[src/rtl/lsu_initiator.sv]
// Load/store initiator: turns one RISC-V load/store into one or two aligned
// word transactions with byte strobes and returns the extended load result.
module lsu_initiator #(
    parameter int DATA_WIDTH    = 32,
    parameter int ADDRESS_WIDTH = 32
) (
    input  logic                     clk,
    input  logic                     rst_n,
    input  logic                     req_valid,
    output logic                     req_ready,
    input  logic                     req_write,
    input  logic [2:0]               req_funct3,
    input  logic [ADDRESS_WIDTH-1:0] req_addr,
    input  logic [DATA_WIDTH-1:0]    req_wdata,
    output logic                     resp_valid,
    output logic [DATA_WIDTH-1:0]    resp_rdata,
    output logic                     resp_err,
    output logic                     mem_valid,
    input  logic                     mem_ready,
    output logic                     mem_write,
    output logic [ADDRESS_WIDTH-1:0] mem_addr,
    output logic [DATA_WIDTH-1:0]    mem_wdata,
    output logic [3:0]               mem_wstrb,
    input  logic                     mem_rvalid,
    input  logic [DATA_WIDTH-1:0]    mem_rdata,
    output logic [2:0]               dbg_state
);

    typedef enum logic [2:0] {
        S_IDLE  = 3'd0,
        S_REQ0  = 3'd1,
        S_WAIT0 = 3'd2,
        S_REQ1  = 3'd3,
        S_WAIT1 = 3'd4,
        S_RESP  = 3'd5
    } state_t;

    state_t                    r_state;
    state_t                    w_next;
    logic                      r_write;
    logic [2:0]                r_funct3;
    logic [ADDRESS_WIDTH-1:0]  r_addr;
    logic [DATA_WIDTH-1:0]     r_wdata;
    logic [2*DATA_WIDTH-1:0]   r_buf;
    logic [DATA_WIDTH-1:0]     r_resp_rdata;
    logic                      r_resp_err;

    logic                      w_illegal;
    logic [1:0]                w_off;
    logic [2:0]                w_nbytes;
    logic [3:0]                w_mask;
    logic                      w_split;
    logic                      w_hi;
    logic                      w_sx;
    logic [ADDRESS_WIDTH-1:0]  w_base;
    logic [2*DATA_WIDTH-1:0]   w_lane;
    logic [7:0]                w_strb8;
    logic [2*DATA_WIDTH-1:0]   w_buf_next;
    logic [DATA_WIDTH-1:0]     w_shift;
    logic [DATA_WIDTH-1:0]     w_load;

    // Decoded from the live request so an illegal code never reaches REQ0.
    assign w_illegal = (req_funct3 == 3'b011) || (req_funct3[2:1] == 2'b11) ||
                       (req_write && req_funct3[2]);

    assign w_off  = r_addr[1:0];
    assign w_sx   = ~r_funct3[2];
    assign w_base = {r_addr[ADDRESS_WIDTH-1:2], 2'b00};
    assign w_hi   = (r_state == S_REQ1) || (r_state == S_WAIT1);

    always_comb begin
        w_nbytes = 3'd4;
        w_mask   = 4'b1111;
        case (r_funct3[1:0])
            2'b00: begin w_nbytes = 3'd1; w_mask = 4'b0001; end
            2'b01: begin w_nbytes = 3'd2; w_mask = 4'b0011; end
            default: begin w_nbytes = 3'd4; w_mask = 4'b1111; end
        endcase
    end

    assign w_split = ({1'b0, w_off} + w_nbytes) > 3'd4;
    assign w_lane  = {{DATA_WIDTH{1'b0}}, r_wdata} << {w_off, 3'b000};
    assign w_strb8 = {4'b0000, w_mask} << w_off;

    // Handshake: a memory beat transfers on a rising edge where mem_valid and
    // mem_ready are both high; beat fields stay stable until then.
    assign req_ready  = (r_state == S_IDLE);
    assign mem_valid  = (r_state == S_REQ0) || (r_state == S_REQ1);
    assign mem_write  = r_write;
    assign mem_addr   = w_hi ? (w_base + ADDRESS_WIDTH'(4)) : w_base;
    assign mem_wdata  = r_write ? (w_hi ? w_lane[2*DATA_WIDTH-1:DATA_WIDTH] : w_lane[DATA_WIDTH-1:0])
                                : '0;
    assign mem_wstrb  = r_write ? (w_hi ? w_strb8[7:4] : w_strb8[3:0]) : 4'b0000;
    assign resp_valid = (r_state == S_RESP);
    assign resp_rdata = r_resp_rdata;
    assign resp_err   = r_resp_err;
    assign dbg_state  = r_state;

    always_comb begin
        w_buf_next = r_buf;
        if (r_state == S_WAIT0 && mem_rvalid) begin
            w_buf_next[DATA_WIDTH-1:0] = mem_rdata;
        end else if (r_state == S_WAIT1 && mem_rvalid) begin
            w_buf_next[2*DATA_WIDTH-1:DATA_WIDTH] = mem_rdata;
        end
    end

    assign w_shift = DATA_WIDTH'(w_buf_next >> {w_off, 3'b000});

    always_comb begin
        w_load = '0;
        case (r_funct3[1:0])
            2'b00:   w_load = {{24{w_sx & w_shift[7]}}, w_shift[7:0]};
            2'b01:   w_load = {{16{w_sx & w_shift[15]}}, w_shift[15:0]};
            default: w_load = w_shift;
        endcase
    end

    always_comb begin
        w_next = r_state;
        case (r_state)
            S_IDLE:  if (req_valid) w_next = w_illegal ? S_RESP : S_REQ0;
            S_REQ0:  if (mem_ready) w_next = r_write ? (w_split ? S_REQ1 : S_RESP) : S_WAIT0;
            S_WAIT0: if (mem_rvalid) w_next = w_split ? S_REQ1 : S_RESP;
            S_REQ1:  if (mem_ready) w_next = r_write ? S_RESP : S_WAIT1;
            S_WAIT1: if (mem_rvalid) w_next = S_RESP;
            S_RESP:  w_next = S_IDLE;
            default: w_next = S_IDLE;
        endcase
    end

    always_ff @(posedge clk or negedge rst_n) begin
        if (!rst_n) begin
            r_state      <= S_IDLE;
            r_write      <= 1'b0;
            r_funct3     <= 3'b000;
            r_addr       <= '0;
            r_wdata      <= '0;
            r_buf        <= '0;
            r_resp_rdata <= '0;
            r_resp_err   <= 1'b0;
        end else begin
            r_state <= w_next;
            r_buf   <= w_buf_next;
            if (r_state == S_IDLE && req_valid) begin
                r_write  <= req_write;
                r_funct3 <= req_funct3;
                r_addr   <= req_addr;
                r_wdata  <= req_wdata;
                if (w_illegal) begin
                    r_resp_err   <= 1'b1;
                    r_resp_rdata <= '0;
                end
            end else if (w_next == S_RESP && r_state != S_RESP) begin
                // Result is formed from the buffer including the beat captured this edge.
                r_resp_err   <= 1'b0;
                r_resp_rdata <= r_write ? '0 : w_load;
            end
        end
    end

endmodule

[config.mk]
export PLATFORM = sky130hd
export DESIGN_NAME = lsu_initiator
export DESIGN_NICKNAME = d
export VERILOG_FILES = /design/src/rtl/lsu_initiator.sv
export SDC_FILE = /design/constraint.sdc
export NUM_CORES = 1
export LEC_CHECK = 0
export BUFFER_PORTS_ARGS = -buffer_cell sky130_fd_sc_hd__clkbuf_2
export CORE_MARGIN = 4
export CORE_UTILIZATION = 50
export CTS_CLUSTER_SIZE = 24
export DETAILED_ROUTE_END_ITERATION = 16
export GPL_ROUTABILITY_DRIVEN = 0
export GPL_TIMING_DRIVEN = 0
export PLACE_DENSITY = 0.75
export SYNTH_ARGS = -nofsm -noshare
export SYNTH_HDL_FRONTEND = slang
export SYNTH_SLANG_ARGS = --single-unit
[constraint.sdc]
create_clock -name clk -period 5.65 [get_ports clk]
set_clock_uncertainty 0.2 [all_clocks]
set_input_delay 1.4125 -clock clk [delete_from_list [all_inputs] [get_ports clk]]
set_output_delay 1.4125 -clock clk [all_outputs]
set_load 0.005 [all_outputs]
Word-level counts from Yosys, hierarchy flattened
Cells that the tools add are included.

cells by class
  add/subtract/negate cells = 2
  magnitude comparators = 1
  equality and inequality tests = 11
  shifts and indexed selects = 3
  muxes and demuxes = 28
  bitwise operators = 3
  reductions and logical operators = 13

operator list
  kind                   count
  $mux 32                10
  $pmux 32 s2            1
  $shl 32x5->64          1
  $shr 64x5->32          1
  $add 32x3->32 const B  1
  $mux 3                 8
  $pmux 3 s5             1
  $eq 3x2->1 const B     3
  $eq 3x3->1 const B     3
  $mux 4                 2
  $pmux 4 s2             1
  $shl 4x2->8            1
  $pmux 3 s2             1
  $logic_and 1x1->1      5
  $logic_or 1x1->1       4
  $mux 1                 4
  $add 2x3->3            1
  $eq 3x1->1 const B     1
  $gt 3x3->1 const B     1
  $logic_not 3->1        1
  $ne 3x3->1 const B     1
  $and 1x1->1            2
  $eq 2x1->1 const B     1
  $eq 2x2->1 const B     1
  other kinds (5)        5

storage, ports and cells
  register bits after elaboration = 168
  input bits = 105
  output and inout port bits = 108
  word-level logic and storage cells = 69

Depth between registers and ports, before layout
Gate-level depths: netlist of run 1.

  depth in word-level cells = 12
  gate-level depth with buffers = 14
  depth with buffers taken out = 10

Worst setup path before layout of run 1
OpenSTA, ideal clock, no wires.

  path kind = register to output
  start = register r_addr[0]
  end = output mem_wstrb[2]
  data arrival time = 2.105 ns
  required time = 4.038 ns
  path slack = 1.932 ns
  stages on the path, launching flop included = 10
  path buffers = 4
  cell sequence = dfrtp_1 -> clkbuf_1 -> inv_1 -> clkbuf_1 -> nor2_1 -> clkbuf_1 -> buf_1 -> a21oi_1 -> o22ai_1 -> and2_1

between the ends
  cells in the longest elaborated chain, start to end = 3

ends and longest elaborated chain
  item                      RTL line  text
  start: declaration        42        logic [ADDRESS_WIDTH-1:0] r_addr;
  start signal: assignment  148       r_addr <= req_addr;
  $shl 4x2->8               83        assign w_strb8 = {4'b0000, w_mask} << w_off;
  $mux 4 (2 in a row)       93        assign mem_wstrb = r_write ? (w_hi ? w_strb8[7:4] : w_strb8[3:0]) : 4'b0000;
  end: declaration          23        output logic [3:0] mem_wstrb,

Every way passes these cells.

Final worst setup path of run 1
  start = register r_addr[1]
  end = output mem_wdata[19]

between the ends
  cells in the longest elaborated chain, start to end = 3

ends and longest elaborated chain
  item                  RTL line  text
  $shl 32x5->64         82        assign w_lane = {{DATA_WIDTH{1'b0}}, r_wdata} << {w_off, 3'b000};
  $mux 32 (2 in a row)  91        assign mem_wdata = r_write ? (w_hi ? w_lane[2*DATA_WIDTH-1:DATA_WIDTH] : w_lane[DATA_WIDTH-1:0])
  end: declaration      22        output logic [DATA_WIDTH-1:0] mem_wdata,

Every way passes these cells.

==> flow_summary.ini, run 1 <==
[outcome]
status = finished, final reports clean

[die]
core_um2 = 16800
top_level_ports = 213
fp.dieH_um = 140
die_area_um2 = 19600
die_w_um = 140
start_util_pct = 51.8
rows = 47

[synth]
synth.largest_area_cell = dfrtp_1
syn_avg_cell_area_um2 = 10.5
synthTopCellsByArea = dfrtp_1, mux2_2, mux2i_1
ys_seq_elements = 160
synth-edff-count = 0
syn_area_um2 = 8710
yosysSeqAreaShare_pct = 46.0
ys_types = 60
synthCells = 828
synth_top_area_share_pct = 46.0
ys_warn_count = 0
async_reset_ff_share_pct = 100
yosys_most_used_dff = dfrtp_1

[place]
port_buffers = 210
dp.cells = 1260
dpl.hpwl_um = 19400
place_ws_ns = 0.944
placed_cell_area_um2 = 10100

[setup_path]
r2r_setup_slack_ns = 1.37
critPathMaxStageDelay_ns = 0.65
r2r_end = resp_rdata[23]$_DFFE_PN0P_
r2r-start = r_addr[1]$_DFFE_PN0P_
startpoint = r_addr[1]$_DFFE_PN0P_
crit_chain = clkbuf_1, inv_1, clkbuf_1, nor2_1, clkbuf_1, buf_1, a21oi_1, o21ai_0, and2_1, clkbuf_2
slowest_stage = nor2_1
crit_arrival_ns = 3.77
critPathRequiredTime_ns = 4.04
reg2reg_depth = 14
critPathKind = flip-flop to primary output
setup.worst_path.end = mem_wdata[19]
cp-start-kind = flip-flop
endpoint_kind = primary output
cpMostUsedCell = clkbuf_1
cp_max_fo = 10

[clock_network]
ctsHtreeMaxLevel = 4
cts_hold_buffers = 0
clock_latency_ns = 0.43
postCtsResizedCells = 0
root_buffer = clkbuf_16
cts_tree = done
cts_buffers = 17
cts_setup_buffers = 0
clk_pin_slew_ns = 0.06
clkSinkCount = 160
cts.path.max_buffers = 2

[layout]
drive_above_1_share_pct = 33.0
utilization_pct = 63.4
fin_area_um2 = 10700
fin_cells = 1293
fin_nets = 1168
syn_to_final_growth_pct = 22.5

[global_route]
grt_usage_pct = 26.9
grt_pass1_vias = 7545
overflow = 0
grt_pass1_wl_um = 41400
antenna_found_initial = 1
grt_start_max_net_pins = 98

[route]
drt_iter0_drc = 791
routed_via_density = 5.93
dr.pass1.iters = 6
wl_per_cell_um = 20.7
drt-total-wl_um = 26800
vias = 7664
post-route-drc-count = 0
ant_nets = 0

[pwr]
p_switching_mw = 2.80
fin_total_pwr_mw = 6.67
switching_share_pct = 41.9
p_leak_nw = 4.94
pwr-share-comb_pct = 51.0
powerDensity_nw_per_um2 = 625
power_frac_clock_pct = 17.5
intPower_mw = 3.87
power_frac_seq_pct = 31.5
max-vdd-ir-drop_mv = 0.305

[sta]
tightest_slew_ns = 0.877
fin_ws_ns = 0.269
setup_viol = 0
period_needed_ns = 5.38
fin_hold_ws_ns = 0.280
tns_ns = 0
hold_viol = 0
rsz0062_at_grt = no
fin_crit_sh_pct = 95.2
slew_headroom_pct = 41.6
slew_viol_final = 0
clock.fmax_mhz = 186

[min_path]
min_path_type = flip-flop to flip-flop
worstHoldPathCells = 2

[job]
cap_violations = 0
## how the worst min path moves through the flow
stage                             from            endpoint  slack, ns
floorplan           r_buf[7]$_DFF_PN0_  r_buf[7]$_DFF_PN0_       0.24
global placement    r_buf[7]$_DFF_PN0_  r_buf[7]$_DFF_PN0_       0.26
detailed placement  r_buf[7]$_DFF_PN0_  r_buf[7]$_DFF_PN0_       0.26
CTS                 r_buf[7]$_DFF_PN0_  r_buf[7]$_DFF_PN0_       0.28
global route        r_buf[2]$_DFF_PN0_  r_buf[2]$_DFF_PN0_       0.30
finish              r_buf[7]$_DFF_PN0_  r_buf[7]$_DFF_PN0_       0.28
## critical path, delay by kind of cell (launching register included)
family	cells	cell delay [ns]
buf+inv	6	1.80
compound gates	2	0.35
simple gates	2	0.85
flops	1	0.32
## routing by layer
metal  vias up  GRT usage (%)  share of wire (%)
met5         -              0                  0
met4         0           9.38                3.1
met3        77           7.09                9.7
met2       472           42.9                 47
met1      3677           35.8                 41
li1       3438              -                  -
## Yosys cell counts (all sizes together), types with 3 or more instances
cell / number
dfrtp: 160
mux2: 99
mux2i: 63
nand2: 58
inv: 43
nor2: 42
clkbuf: 40
o21ai: 40
buf: 25
nand3: 25
a22o: 24
xnor2: 22
o2bb2ai: 17
a21oi: 14
nor3: 13
a211oi: 10
and2: 10
nor2b: 10
a31oi: 9
o211ai: 9
xor2: 9
a211o: 8
a21boi: 8
a221oi: 8
nand4: 8
a22oi: 7
or2: 5
or3: 4
and3: 3
ha: 3
nand2b: 3
nor4: 3
## kinds of logic after synthesis
group / share of synthesized area [%]
multiplexers: 20.3
flip-flops: 46.0
adder cells (fa/ha/maj): 0.661
buffers and inverters: 5.04
AND/OR/NAND/NOR: 11.3
XOR/XNOR: 3.12
AO/OA/AOI/OAI: 13.5
other: 0.0431
## cell type report
type / instances / area, um2
Sequential cell: 160 / 4000
Multi-Input combinational cell: 561 / 4270
Buffer: 65 / 278
Tap cell: 220 / 275
Antenna cell: 1 / 2.50
Clock buffer: 23 / 458
Clock inverter: 9 / 133
Timing Repair Buffer: 211 / 1090
Fill cell: 1419 / 6150
Inverter: 43 / 161
## registers in the layout, indices dropped and copies added, names as in the netlist
register and count:
r_buf 56, r_addr 32, r_wdata 32, resp_rdata 32
dbg_state 3, r_funct3 3, mem_write 1, resp_err 1
## power by group through the flow
stage	clock, mW	combinational, mW	sequential [mW]
3_3_place_gp	0	3.27	2.08
3_5_place_dp	0	3.33	2.10
2_1_floorplan	0	2.20	1.99
5_1_grt	1.23	3.68	2.16
4_1_cts	1.18	3.36	2.09
6_report	1.17	3.40	2.10
## layout by cell type (no fill, tap or decap), types with 4 or more instances in the layout
master,count
buf_4,4
a221oi_1,8
a31oi_1,9
a22oi_1,7
nor3_1,13
clkbuf_2,209
nor2_1,42
mux2_1,6
xnor2_1,22
dfrtp_1,160
buf_1,11
and2_1,10
or2_2,5
o2bb2ai_1,17
mux2_2,93
clkbuf_1,45
a22o_1,24
xor2_1,9
a211oi_1,10
nand3_1,25
o211ai_1,9
a211o_1,8
inv_1,43
nand2_1,58
or3_1,4
nand4_1,8
o21ai_0,40
clkbuf_16,17
nor2b_1,10
a21boi_0,8
mux2i_1,63
a21oi_1,14
buf_2,9
(Power assumes the default switching activity.)
==> run 2, diff against run 1 <==
--- a/config.mk
+++ b/config.mk
@@ -7,12 +7,11 @@
 export LEC_CHECK = 0
 export BUFFER_PORTS_ARGS = -buffer_cell sky130_fd_sc_hd__clkbuf_2
 export CORE_MARGIN = 4
-export CORE_UTILIZATION = 50
+export CORE_UTILIZATION = 24
 export CTS_CLUSTER_SIZE = 24
 export DETAILED_ROUTE_END_ITERATION = 16
 export GPL_ROUTABILITY_DRIVEN = 0
 export GPL_TIMING_DRIVEN = 0
-export PLACE_DENSITY = 0.75
 export SYNTH_ARGS = -nofsm -noshare
 export SYNTH_HDL_FRONTEND = slang
 export SYNTH_SLANG_ARGS = --single-unit
==> flow_summary.ini, run 2 (synthesized netlist as in run 1, its figures left out) <==
[setup_path]
critPathRequiredTime_ns = 4.04
critPathMaxStageDelay_ns = 0.61
cpMostUsedCell = clkbuf_1
endpoint_kind = primary output
slowest_stage = nor2_1
crit_chain = clkbuf_1, inv_1, clkbuf_1, nor2_1, clkbuf_1, buf_1, a21oi_1, o21ai_0, and2_1, clkbuf_2
crit_arrival_ns = 3.83
cp_max_fo = 10
cp-start-kind = flip-flop
critPathKind = flip-flop to primary output

[clock_network]
clkSinkCount = 160
postCtsResizedCells = 0
clk_pin_slew_ns = 0.06
cts_setup_buffers = 0
cts.path.max_buffers = 2
clock_latency_ns = 0.43
cts_buffers = 17
ctsHtreeMaxLevel = 4
root_buffer = clkbuf_16
cts_tree = done
cts_hold_buffers = 0

[pwr]
powerDensity_nw_per_um2 = 615
pwr-share-comb_pct = 51.9
intPower_mw = 3.82
power_frac_clock_pct = 16.9
power_frac_seq_pct = 31.2
p_switching_mw = 2.90
switching_share_pct = 43.2
p_leak_nw = 4.94
max-vdd-ir-drop_mv = 0.293

[layout]
drive_above_1_share_pct = 33.3
fin_area_um2 = 10900
multiInputGateArea_um2 = 4270
fin_nets = 1168
register_area_um2 = 4000
syn_to_final_growth_pct = 25.6
max_flop_register = r_buf
n_fill_cell = 3723
largest_reg_flops = 56
layout_common_cells = clkbuf_2, dfrtp_1, mux2_2
final_common_cell = clkbuf_2

[global_route]
antenna_found_initial = 4
use_met1_pct = 21.3
grt_pass1_vias = 7563
grt_start_max_net_pins = 88
overflow = 0
grt_pass1_wl_um = 47100
met3_usage_pct = 4.23
grtUsageMet2_pct = 25.4
grt_usage_pct = 15.9
grt.busiest_layer = met2

[die]
fp.dieH_um = 198
die_w_um = 198
start_util_pct = 24.4
top_level_ports = 213
rows = 69
die_area_um2 = 39400
core_um2 = 35700

[sta]
setup_viol = 0
tightest_slew_ns = 0.950
hold_viol = 0
period_needed_ns = 5.44
rsz0062_at_grt = no
fin_hold_ws_ns = 0.287
clock.fmax_mhz = 184
fin_crit_sh_pct = 96.3
slew_viol_final = 0
tns_ns = 0
slew_headroom_pct = 36.7

[job]
cap_violations = 0

[route]
routed_via_density = 4.95
drt_iter0_drc = 521
dr.pass1.iters = 5
vias = 7580
wl_per_cell_um = 20.9
drt-total-wl_um = 32000
post-route-drc-count = 0
ant_nets = 0

[place]
dpl.hpwl_um = 24000
placed_cell_area_um2 = 10400
port_buffers = 210

[min_path]
min_path_type = flip-flop to flip-flop

[outcome]
status = finished, final reports clean
## run 2: cell count changes in the layout (fill, tap and decap cells not counted)
cell / before / now
clkbuf_1: 45 / 41
clkinvlp_4: 2 / 1
clkinv_2: 2 / 4
bufinv_16: 3 / 2
clkinv_4: 1 / 2
nor2_1: 42 / 41
nor2_2: 0 / 1
## run 2: layout make-up
| type | instances | area share, % |
|---|---|---|
| tap | 461 | 5.27 |
| antenna | 1 | 0.0229 |
| sequential | 160 | 36.6 |
| multi-input combinational | 561 | 39.0 |
| inverter | 43 | 1.48 |
| clock inverter | 10 | 1.04 |
| buffer | 65 | 2.54 |
| clock buffer | 19 | 4.05 |
| timing repair buffer | 211 | 9.94 |
## run 2: critical path, delay by kind of cell, from the launching register on
kind,cells,cell delay (ns)
compound gates,2,0.33
buf+inv,6,1.90
flops,1,0.32
simple gates,2,0.82
## run 2: per-layer routing
metal,part of all wire (%),up-vias,wire [um]
met5,0.13,-,42
met4,2.0,6,655
met3,9.1,47,2900
met2,46,382,14800
met1,42,3722,13600
li1,-,3423,-
## run 2: per-stage QoR
step / power [mW] / instances / setup slack (ns) / utilization (%)
6_report: 6.73 / 1531 / 0.208 / 30.7
5_1_grt: 7.19 / 1531 / 0.0776 / 30.7
4_1_cts: 6.75 / 1530 / 0.303 / 30.7
3_5_place_dp: 5.59 / 1501 / 0.784 / 29.1
3_3_place_gp: 5.52 / 1500 / -0.0731 / 29.0
2_1_floorplan: 4.19 / 829 / 1.93 / -
## run 2: power by group through the flow
stage	combinational, mW	clock [mW]	sequential (mW)
2_1_floorplan	2.20	0	1.99
3_3_place_gp	3.42	0	2.10
3_5_place_dp	3.47	0	2.11
4_1_cts	3.50	1.16	2.10
5_1_grt	3.82	1.21	2.17
6_report	3.49	1.13	2.10
## run 2: path summary, 6_finish.rpt
kind                                       start                    endpoint  slack [ns]  cells past startpoint
min in group asynchronous                  rst_n         r_buf[26]$_DFF_PN0_        0.79                      1
max                        r_addr[1]$_DFFE_PN0P_               mem_wdata[21]        0.21                     10
min reg2reg                   r_buf[7]$_DFF_PN0_          r_buf[7]$_DFF_PN0_        0.29                      2
max reg2reg                r_addr[1]$_DFFE_PN0P_  resp_rdata[28]$_DFFE_PN0P_        1.16                     14
max in group asynchronous                  rst_n       r_addr[7]$_DFFE_PN0P_        3.56                      2
min                           r_buf[7]$_DFF_PN0_          r_buf[7]$_DFF_PN0_        0.29                      2
